===== src/rtl/full_subtractor_pkg.sv =====
// Shared constants and types for the registered full subtractor.
package full_subtractor_pkg;

  localparam int WIDTH_DEFAULT = 1;

  localparam logic D_RST_BIT     = 1'b0;
  localparam logic BOUT_RST      = 1'b0;
  localparam logic OVF_RST       = 1'b0;
  localparam logic OUT_VALID_RST = 1'b0;

  // {bout, d} at the default width; the top derives its own WIDTH+1 form.
  typedef logic [WIDTH_DEFAULT:0] fsub_res_t;

  // Signed overflow of a - b: operands differ in sign and the result sign differs from a.
  function automatic logic signed_ovf(input logic a_msb, input logic b_msb, input logic d_msb);
    return (a_msb ^ b_msb) & (a_msb ^ d_msb);
  endfunction

endpackage


===== src/rtl/full_subtractor_cell.sv =====
// One-bit full subtractor cell: d_i = a_i - b_i - b_in, with borrow-out.
module full_subtractor_cell
  import full_subtractor_pkg::*;
(
  input  logic a_i,
  input  logic b_i,
  input  logic b_in,
  output logic d_i,
  output logic b_out
);

  assign d_i   = a_i ^ b_i ^ b_in;
  assign b_out = (~a_i & b_i) | (~a_i & b_in) | (b_i & b_in);

endmodule


===== src/rtl/full_subtractor_bf.sv =====
// Registered ripple-borrow subtractor {bout, d} = a - b - bin with a valid flag.
// Optional signed-overflow output is enabled by defining FULLSUB_OVF_EN.
module full_subtractor_bf
  import full_subtractor_pkg::*;
#(
  parameter int WIDTH = WIDTH_DEFAULT
) (
  input  logic             clk,
  input  logic             rst_n,
  input  logic [WIDTH-1:0] a,
  input  logic [WIDTH-1:0] b,
  input  logic             bin,
  input  logic             in_valid,
  output logic [WIDTH-1:0] d,
  output logic             bout,
`ifdef FULLSUB_OVF_EN
  output logic             out_valid,
  output logic             ovf
`else
  output logic             out_valid
`endif
);

  typedef logic [WIDTH:0] res_t;

  logic [WIDTH:0]   borrow;
  logic [WIDTH-1:0] diff_next;
  res_t             res_next;

  assign borrow[0] = bin;

  // Ripple chain, LSB to MSB: each cell's borrow-out feeds the next cell.
  for (genvar i = 0; i < WIDTH; i++) begin : g_cell
    full_subtractor_cell u_cell (
      .a_i  (a[i]),
      .b_i  (b[i]),
      .b_in (borrow[i]),
      .d_i  (diff_next[i]),
      .b_out(borrow[i+1])
    );
  end

  assign res_next = {borrow[WIDTH], diff_next};

  logic [WIDTH-1:0] d_d, d_q;
  logic             bout_d, bout_q;
  logic             out_valid_d, out_valid_q;

  always_comb begin
    d_d         = d_q;
    bout_d      = bout_q;
    out_valid_d = in_valid;
    if (in_valid) begin
      d_d    = res_next[WIDTH-1:0];
      bout_d = res_next[WIDTH];
    end
  end

  // Output register stage
  always_ff @(posedge clk or negedge rst_n) begin
    if (!rst_n) begin
      d_q         <= {WIDTH{D_RST_BIT}};
      bout_q      <= BOUT_RST;
      out_valid_q <= OUT_VALID_RST;
    end else begin
      d_q         <= d_d;
      bout_q      <= bout_d;
      out_valid_q <= out_valid_d;
    end
  end

  assign d         = d_q;
  assign bout      = bout_q;
  assign out_valid = out_valid_q;

`ifdef FULLSUB_OVF_EN
  logic ovf_d, ovf_q;

  always_comb begin
    ovf_d = ovf_q;
    if (in_valid) begin
      ovf_d = signed_ovf(a[WIDTH-1], b[WIDTH-1], diff_next[WIDTH-1]);
    end
  end

  always_ff @(posedge clk or negedge rst_n) begin
    if (!rst_n) begin
      ovf_q <= OVF_RST;
    end else begin
      ovf_q <= ovf_d;
    end
  end

  assign ovf = ovf_q;
`endif

endmodule


===== config.mk =====
export PLATFORM = sky130hd
export DESIGN_NAME = full_subtractor_bf
export DESIGN_NICKNAME = d
export VERILOG_FILES = /design/src/rtl/full_subtractor_pkg.sv /design/src/rtl/full_subtractor_cell.sv /design/src/rtl/full_subtractor_bf.sv
export SDC_FILE = /design/constraint.sdc
export NUM_CORES = 1
export LEC_CHECK = 0
export CAP_MARGIN = 20
export CORE_AREA = 4 4 41 43
export CTS_CLUSTER_DIAMETER = 150
export CTS_CLUSTER_SIZE = 10
export DETAILED_ROUTE_END_ITERATION = 10
export DIE_AREA = 0 0 45 47
export SYNTH_ARGS = -nofsm -noshare
export SYNTH_HDL_FRONTEND = slang
export SYNTH_SLANG_ARGS = --single-unit

===== constraint.sdc =====
create_clock -name clk -period 0.9 [get_ports clk]
set_clock_uncertainty 0.1 [all_clocks]
set_input_delay 0.135 -clock clk [delete_from_list [all_inputs] [get_ports clk]]
set_output_delay 0.135 -clock clk [all_outputs]
set_load 0.05 [all_outputs]

# Word-level counts from Yosys, hierarchy flattened
# Cells that the tools add are included.
word_totals:
  mem_bits_ro: 0
  regBits: 3
  mem_count: 0
  wordCells: 11
  out_inout_bits: 3
  latch_bits: 0
  inputBits: 6
  ram_bits: 0
classes:
  shift: 0
  bitwise: 8
  n_mul: 0
  n_reduce_logical: 0
  add_sub_neg: 0
  n_eq_ne: 0
  mux: 0
  n_lt_le_gt_ge: 0
  div_mod_pow: 0
op_table:
  columns: ["operator", "count"]
  rows:
  - ["AND 1 bit", 3]
  - ["OR 1 bit", 2]
  - ["XOR 1 bit", 2]
  - ["NOT 1 bit", 1]

# Logic depth before layout (Yosys ltp)
logic_depth:
  word_depth: 4
  mapped_depth: 3
  mapped_depth_nobuf: 3

# Hierarchy
# Synthesis repeated with hierarchy kept, for this count alone.
unflattened:
  hier_cells: 8
  area_unflattened_um2: 125.1
by_module_without_submodules:
  columns: ["mod", "n_inst", "cells_per_inst", "area_per_inst_um2"]
  rows:
  - ["full_subtractor_bf", 1, 5, 97.6]
  - ["full_subtractor_cell", 1, 3, 27.5]

# Least setup slack after synthesis
# No wires, ideal clock.
synth_path:
  path_type: "flip-flop to flip-flop"
  startpoint: "reg, netlist name bout"
  endpoint: "reg bout_q (netlist: bout)"
  synth_period_minus_slack_ns: 1.094
  arrival_ns: 0.869
  required_time_ns: 0.675
  path_stages_with_launch: 2
  path_slack_ns: -0.194
  setup_ns: 0.125
  cell_sequence: "dfrtp_1 > mux2_4"
synth_lines:
  columns: ["item", "line", "rtl"]
  rows:
  - ["end signal: assignment", "full_subtractor_bf.sv:67", "bout_q <= bout_d;"]
  - ["end: declaration", "full_subtractor_bf.sv:46", "logic bout_d, bout_q;"]

# Worst setup path after layout
layout_path:
  startpoint: "reg bout_q (netlist: bout)"
  endpoint: "out bout"
layout_lines:
  columns: ["item", "line", "rtl"]
  rows:
  - ["end: declaration", "full_subtractor_bf.sv:15", "output logic bout,"]
# No word-level cell between the ends.

==> results.md <==
- Setup_tns: -0.3892 ns
- Clock latency on the worst-skew pair: around 0.23 ns
- Rel. slew slack: approximately nine tenths
- Crit path buffers/inverters: 1
- Number of global-route vias before repair: 160
- Drt first-iter violations: 0
- N_diodes: 0
- Die Area: about 2100 um2
- Initial antenna violation count: 0
- Setup WS pre-CTS: -0.5446 ns
- Worst Path Arrival: roughly 0.80 ns
- Syn Inst Count: 8
- H-tree Lvls: 1
- First-pass GRT wire length: between 500 and 600 um
- Post-CTS setup buffer count: 0
- CTS tree: yes
- Filler instances: 150
- TritonRoute pass-1 iters: 1
- Routed wire length: about 360 um
- Setup slack after layout: -0.1377 ns
- Num CTS Buffers: 3
- Worst Hold Class: in2async
- Pin count of the biggest net entering global routing: 4
- Leak: roughly 0.12 nW
- Total Routing Usage GR: approximately 5.0%
- Footprint of the multi-input gates: about 50 um2
- DR vias: around 110
- Crit-path max FO: 2
- VDD IR-drop max: 0.2846 mV
- Syn Nets: 15
- Nets: 29
- Startpoint types: flop
- Hold Fails Final Rpt: 0
- Yosys reg bits: 3
- Area occupied by registers: around 78 um2
- Max Cap Viol: 0
- Die Ht: 47 um
- Fmax: between 0.9 and 1 GHz
- Maximum clock path buffer count: 2
- Slew @ Worst Pin: between 0.15 and 0.2 ns
- IO Pins: 9
- Yosys warns: 0
- Area growth, synth to finish: 126.5%
- Worst setup path category: reg2out
- Grt ovf: 0
- Critical Path End Type: output pin
- Final Max Slew Viols: 0
- Worst-path cell with the longest stage delay: dfrtp_2
- RePlAce Congestion: around 0.75
- Final Cycle Share: 115.3%
- Layout cells sized above 1: 76.19%
- Pwr/cell area: roughly 2100 nW/um2
- Post-synthesis sequential area ratio: 61.22%
- Synth Cell Area: around 120 um2
- Average vias per placed instance: ~3.0
- Count of cell types in the netlist: 6
- Mean Syn Cell Area: around 15 um2
- Data required time at the worst endpoint: 0.66 ns
- Root buffer cell: clkbuf_4
- Wirelength per Cell: between 10 and 15 um
- Port buffer count: 8
- Failing checks: negative setup slack
- Status: finished, violations left
- Fin crit period: approximately 1.0 ns
- DRT antenna net count: 0
- Worst path cell trace: buf_12
- # clock sinks: 3
- Residual DRC: 0
- RSZ-0062 raised after global routing: yes
- Post-layout util: roughly a fifth
- Row count: 13
- Core ar.: between 1000 and 1500 um2
- Crit-path leading delay family: flip-flops
- Die X-Extent: between 40 and 50 um
- Initial core utilization: under 10%
- Slowest stage delay, CP: 0.42 ns
- Reg clk slew, reported paths: around 0.040 ns
- Final setup fails: 4
-- logic make-up (layout without fill, tap and decap cells) --
group / Yosys count / after routing / synth area share (%)
adders and majority gates: 1 / 1 / 16.33
AOI/OAI and AO/OA: 1 / 1 / 4.078
buffers and inverters: 1 / 14 / 3.058
and+or+nand+nor: 1 / 1 / 3.058
muxes: 1 / 1 / 12.24
DFF: 3 / 3 / 61.22
-- repair_timing --
action	CTS	global route
endpoints found under the setup margin	5	8
hold endpoints to repair	3	0
gates resized for setup	12	1
pin swaps	1	1
hold buffers	1	0
-- stage by stage --
| step | hold slack, ns | area, um2 | instances | total power, mW |
|---|---|---|---|---|
| after floorplan | -0.2606 | 127.6 | 8 | 0.2352 |
| after global placement | 0.2205 | 264.0 | 32 | 0.3385 |
| after detailed placement | 0.2294 | 264.0 | 32 | 0.3434 |
| after CTS | 0.1880 | 292.8 | 37 | 0.5933 |
| after global routing | 0.08308 | 277.8 | 36 | 0.5972 |
| final | 0.05689 | 277.8 | 36 | 0.5731 |
-- path summary, 6_finish.rpt --
check,startpoint,end,slack (ns),depth (start not counted)
setup / recovery,bout,bout,-0.14,1
hold / removal,rst_n,d,0.06,1
setup reg to reg,bout,bout,-0.01,1
hold reg to reg,bout,bout,0.46,1
max in group asynchronous,rst_n,bout,0.48,1
min in group clk,b,d,0.19,3
-- synthesized netlist by cell type --
cell type,instances,area (um2)
nor2_1,1,3.750
dfrtp_1,3,75.07
a21oi_1,1,5.000
mux2_4,1,15.01
inv_1,1,3.750
fa_1,1,20.02
-- routing by layer --
layer  global-route usage [%]  share of wire [%]  up-vias
li1                         -                  -       50
met1                    3.440                 36       46
met2                    6.215                 44       10
met3                    4.215                 16        2
met4                    8.772                4.1        0
met5                        0                  0        -
-- registers in the layout (all words and copies together), names as in the netlist --
name	flops
bout	1
d	1
out_valid	1
-- layout by cell type, fill, tap and decap left out --
cell           instances
a21oi_2                1
buf_12                 3
buf_2                  2
buf_4                  1
clkbuf_1               1
clkbuf_2               1
clkbuf_4               3
dfrtp_1                1
dfrtp_2                2
dlygate4sd2_1          1
dlygate4sd3_1          1
fa_2                   1
inv_2                  1
mux2_4                 1
nor2_1                 1
-- report_power, final --
| part | switching (mW) | internal, mW |
|---|---|---|
| registers | 0.0162 | 0.153 |
| clock network | 0.0694 | 0.166 |
| logic | 0.0812 | 0.0871 |
| total | 0.167 | 0.406 |
-- final cells by class --
type	count	area share (%)
clock buffers	4	9.459
inverters	1	1.351
multi-input cells	4	18.02
flip-flops and latches	3	27.93
well taps	15	6.757
repair buffers	9	36.49
No activity file was read; power rests on OpenSTA's default activity.
